[config.mk]
export PLATFORM = sky130hd
export DESIGN_NAME = spi_resp
export DESIGN_NICKNAME = d
export VERILOG_FILES = /design/src/rtl/spi_resp.sv
export SDC_FILE = /design/constraint.sdc
export NUM_CORES = 1
export LEC_CHECK = 0
export CELL_PAD_IN_SITES_DETAIL_PLACEMENT = 1
export CELL_PAD_IN_SITES_GLOBAL_PLACEMENT = 1
export CORE_ASPECT_RATIO = 0.5
export CORE_MARGIN = 2
export CORE_UTILIZATION = 46
export DETAILED_ROUTE_END_ITERATION = 6
export PLACE_DENSITY_LB_ADDON = 0.1
export REMOVE_ABC_BUFFERS = 1
export SETUP_SLACK_MARGIN = 0.05
export SLEW_MARGIN = 15
export SYNTH_ARGS = -nofsm -noshare
export SYNTH_HDL_FRONTEND = slang
export SYNTH_SLANG_ARGS = --single-unit
[constraint.sdc]
create_clock -name clk -period 2.29 [get_ports clk]
set_input_delay 0.458 -clock clk [delete_from_list [all_inputs] [get_ports clk]]
set_output_delay 0.458 -clock clk [all_outputs]
set_load 0.05 [all_outputs]
[src/rtl/spi_resp.sv]
// spi_resp: SPI mode-0 responder with a one-byte TX buffer and RX holding register.
// Ports: clk/resetq; SPI pins sck, cs_n, mosi -> miso, miso_oe;
//        TX side wr, tx_data -> busy; RX side rd -> valid, rx_data, overrun.
module spi_resp #(
  parameter logic [7:0] FILL = 8'hFF,
  parameter int         SYNC = 2
) (
  input  logic       clk,
  input  logic       resetq,
  input  logic       sck,
  input  logic       cs_n,
  input  logic       mosi,
  output logic       miso,
  output logic       miso_oe,
  input  logic       wr,
  input  logic [7:0] tx_data,
  output logic       busy,
  input  logic       rd,
  output logic       valid,
  output logic [7:0] rx_data,
  output logic       overrun
);

  logic [SYNC-1:0] sck_q;
  logic [SYNC-1:0] cs_q;
  logic [SYNC-1:0] mosi_q;
  logic            sck_d;
  logic            cs_d;
  logic            sck_s;
  logic            cs_s;
  logic            mosi_s;

  logic [7:0]      tx_sh;
  logic [7:0]      tx_buf;
  logic [7:0]      rx_sh;
  logic [2:0]      cnt;
  logic            done;

  logic            sel;
  logic            desel;
  logic            rise;
  logic            fall;
  logic            load;
  logic [7:0]      next_tx;

  assign sck_s  = sck_q[SYNC-1];
  assign cs_s   = cs_q[SYNC-1];
  assign mosi_s = mosi_q[SYNC-1];

  // mosi goes through the same depth as sck so the sample lines up
  always_ff @(posedge clk or negedge resetq) begin
    if (!resetq) begin
      sck_q  <= '0;
      cs_q   <= '1;
      mosi_q <= '0;
      sck_d  <= 1'b0;
      cs_d   <= 1'b1;
    end else begin
      sck_q  <= {sck_q[SYNC-2:0], sck};
      cs_q   <= {cs_q[SYNC-2:0], cs_n};
      mosi_q <= {mosi_q[SYNC-2:0], mosi};
      sck_d  <= sck_s;
      cs_d   <= cs_s;
    end
  end

  assign sel     = cs_d & ~cs_s;
  assign desel   = ~cs_d & cs_s;
  assign rise    = ~cs_s & sck_s & ~sck_d;
  assign fall    = ~cs_s & ~sck_s & sck_d;
  // shifter takes a new byte on select and on each byte boundary
  assign load    = sel | (fall & (cnt == 3'd0));
  assign next_tx = busy ? tx_buf : FILL;
  assign miso    = tx_sh[7];

  always_ff @(posedge clk or negedge resetq) begin
    if (!resetq) begin
      tx_sh   <= '0;
      tx_buf  <= '0;
      busy    <= 1'b0;
      miso_oe <= 1'b0;
    end else begin
      if (load)
        tx_sh <= next_tx;
      else if (fall)
        tx_sh <= {tx_sh[6:0], 1'b0};
      // a write racing a load keeps the new byte buffered
      if (wr) begin
        tx_buf <= tx_data;
        busy   <= 1'b1;
      end else if (load) begin
        busy   <= 1'b0;
      end
      if (sel)
        miso_oe <= 1'b1;
      else if (desel)
        miso_oe <= 1'b0;
    end
  end

  always_ff @(posedge clk or negedge resetq) begin
    if (!resetq) begin
      rx_sh   <= '0;
      cnt     <= '0;
      done    <= 1'b0;
      rx_data <= '0;
      valid   <= 1'b0;
      overrun <= 1'b0;
    end else begin
      if (sel | desel)
        cnt <= '0;
      else if (rise)
        cnt <= cnt + 3'd1;
      if (rise)
        rx_sh <= {rx_sh[6:0], mosi_s};
      done <= rise & (cnt == 3'd7);
      // completion wins over rd; rd then only suppresses overrun
      if (done) begin
        rx_data <= rx_sh;
        valid   <= 1'b1;
        if (valid & ~rd)
          overrun <= 1'b1;
      end else if (rd) begin
        valid   <= 1'b0;
        overrun <= 1'b0;
      end
    end
  end

endmodule

==> implementation parameters <==
Parameter                              Value

Worst setup path
  Crit path launch type ... flop
  Sequence of cells on the critical path ... clkdlybuf4s50_1
  Reg2reg start ... cs_q[1]
  Required time of the critical path ... 1830 ps
  Crit path max fanout ... 3
  Data arrival, critical path ... 1490 ps
  Count of buffer and inverter cells on the critical path ... 1
  Largest stage delay, worst path ... 810 ps
  Capturing element type of the critical path ... primary output
  Slack of the worst reg-to-reg path ... 510 ps
  Depth of the worst register-to-register path ... 4
  Critical Setup Path Class ... flop to primary output
  Delay-heaviest family, CP ... buffers and inverters
  Slowest cell on the critical path ... sky130_fd_sc_hd__clkdlybuf4s50_1
  Critical register-to-register path endpoint ... tx_sh[1]

Floorplanning
  Count of pins on the block boundary ... 28
  Die Ht ... 49.6 um
  Row cnt ... 16
  Die Outline Area ... 4720 um^2
  Core outline area ... 3940 um^2
  Effective utilization at floorplan ... 48.5%
  X dimension of the die ... 95.2 um

Detailed routing
  Drt total wl ... 3400 um
  Residual antenna-violating net count after detailed routing ... 0
  Detailed Route Iter0 Violations ... 42
  Routed length per instance ... 15.2 um
  Vias per std cell ... 5.20
  Length of the first detailed-routing pass in iterations ... 4
  DRC Markers ... 0
  DR vias ... 1159

Placement
  Detailed-placement wirelength estimate ... 2260 um
  Setup slack after placement ... 566 ps
  Cell Area, Placed ... 2210 um^2
  Port Buf Inserts ... 27
  RePlAce Congestion ... 0.773

Power and ir drop
  Leakage power ... 0.00101 uW
  Maximum vdd drop ... 0.308 mV
  Total power divided by cell area ... 813 nW/um^2
  Total power after layout ... 1890 uW

Synthesis
  Post-synth EDFFs ... 0
  Seq cells post-synth ... 48
  Post-synthesis async set-or-reset flop share ... 100%
  Synthesized instance count ... 140
  Combined area of all synthesized cells ... 1910 um^2
  Synth unique cells ... 26
  Average cell area after synthesis ... 13.7 um^2
  Prevailing post-synth register cell ... sky130_fd_sc_hd__dfrtp_1
  Proportion of synthesized chip area in sequential cells ... 62.9%
  Yosys warning count ... 0

Final layout
  Fraction of layout cells with a size suffix above 1 ... 23.1%
  Final non-filler cell area ... 2320 um^2
  N_diodes ... 0
  Final-stage net count ... 187
  Area growth from synthesis to final layout ... 21.2%
  Util after Layout ... 58.9%

Clocking
  Num CTS Buffers ... 5
  Clock Tree Buf Depth ... 2
  CTS clock-pin slew for the worst setup and hold paths ... 80 ps
  PostCTS Resize Cnt ... 0
  Number of hold-repair buffers added at the cts stage ... 0
  CTS root buffer ... sky130_fd_sc_hd__clkbuf_8
  CTS tree ... yes
  CTS HTree Levels ... 2
  Number of clock sinks ... 48
  Total setup buffers inserted after CTS ... 0
  Clock latency on the worst-skew pair ... 300 ps

GRT
  Gr usage total ... 16.8%
  Global-route wire length before repair ... 5890 um
  Via count of the first global-routing pass ... 1232
  Total gr overflow ... 0
  Pin count of the biggest net entering global routing ... 49
  Initial antenna violation count ... 0

Timing
  Transition time at the pin with the least slew margin ... 635 ps
  Achievable clock frequency ... 512 MHz
  Final Hold Violating Endpoints ... 0
  Worst clock skew ... 3.01 ps
  TNS Setup ... 0 ps
  Unrepaired setup endpoints after global routing ... no
  Period minus WS final ... 1950 ps
  Normalized max-slew margin ... 57.6%
  Number of setup violations in the final report ... 0
  Fin crit share ... 85.2%
  Number of pins with negative max-slew slack in the final report ... 0
  Final worst slack ... 338 ps

Worst hold path
  Worst min-delay path class ... primary input to asynchronous set/reset pin

Job
  Maximum capacitance violations ... 0

Run status
  Outcome ... completed
-- power breakdown --
group          internal [uW]  switching (uW)  total (uW)
logic                    132             124         256
registers                961            73.1        1030
clock network            324             272         596
total                   1420             469        1890
-- cells in the mapped netlist (3+ instances only) --
| cell type | count | area [um^2] |
|---|---|---|
| sky130_fd_sc_hd__ha_1 | 4 | 50.1 |
| sky130_fd_sc_hd__nor3_1 | 7 | 35.0 |
| sky130_fd_sc_hd__nand3_1 | 7 | 35.0 |
| sky130_fd_sc_hd__dfstp_2 | 3 | 78.8 |
| sky130_fd_sc_hd__a31oi_1 | 7 | 43.8 |
| sky130_fd_sc_hd__inv_1 | 7 | 26.3 |
| sky130_fd_sc_hd__dfrtp_1 | 45 | 1130 |
| sky130_fd_sc_hd__buf_2 | 3 | 15.0 |
| sky130_fd_sc_hd__mux2_2 | 24 | 270 |
| sky130_fd_sc_hd__nor2b_1 | 3 | 18.8 |
| sky130_fd_sc_hd__o22ai_1 | 8 | 50.1 |
-- worst max-delay path by stage --
stage,cells past startpoint,from,slack [ps],endpoint
floorplan,4,cs_q[1],750,tx_sh[0]
global placement,4,cs_q[1],610,tx_sh[0]
detailed placement,4,cs_q[1],570,tx_sh[4]
CTS,1,valid,320,valid
global route,1,valid,270,valid
finish,1,valid,340,valid
-- cells by family after synthesis --
family	share of synthesized area [%]
simple gates	8.56
flops	62.9
buf+inv	3.53
compound gates	6.73
xor+xnor	0.458
mux	15.2
fa+ha+maj	2.61
-- flip-flops by register name (all words and copies together) (netlist names), 2 cells and up --
register and count:
mosi_q 2, tx_sh 8, tx_buf 8, rx_sh 8, rx_data 8, cnt 3, cs_q 2, sck_q 2
-- placed cells by master, fill, tap and decap left out, types with 3 or more instances in the layout --
cell type / n
sky130_fd_sc_hd__ha_1: 4
sky130_fd_sc_hd__dfrtp_1: 45
sky130_fd_sc_hd__nor3_1: 7
sky130_fd_sc_hd__dfstp_2: 3
sky130_fd_sc_hd__inv_1: 7
sky130_fd_sc_hd__clkbuf_8: 5
sky130_fd_sc_hd__o22ai_1: 8
sky130_fd_sc_hd__nor2b_1: 3
sky130_fd_sc_hd__nand3_1: 7
sky130_fd_sc_hd__clkdlybuf4s50_1: 26
sky130_fd_sc_hd__mux2_2: 24
sky130_fd_sc_hd__a31oi_1: 7
-- through the flow --
step / hold slack [ps] / cells
5_1_grt: 290 / 223
2_1_floorplan: 162 / 133
3_5_place_dp: 343 / 215
4_1_cts: 260 / 223
6_report: 241 / 223
3_3_place_gp: 332 / 215
-- layer usage --
metal | track usage (%) | vias up | wire length [um]
met5 | 0 | - | 0
met4 | 5.07 | 0 | 36
met3 | 5.50 | 6 | 157
met2 | 27.7 | 27 | 1570
met1 | 21.2 | 581 | 1630
li1 | - | 545 | -
-- final cells by class --
type	count	area (um^2)
Clock buffer	6	72.6
Clock inverter	2	35.0
Fill cell	406	1620
Inverter	7	26.3
Multi-Input combinational cell	78	642
Sequential cell	48	1200
Tap cell	54	67.6
Timing Repair Buffer	28	273
Note: power is estimated with default switching activity, not from simulation.
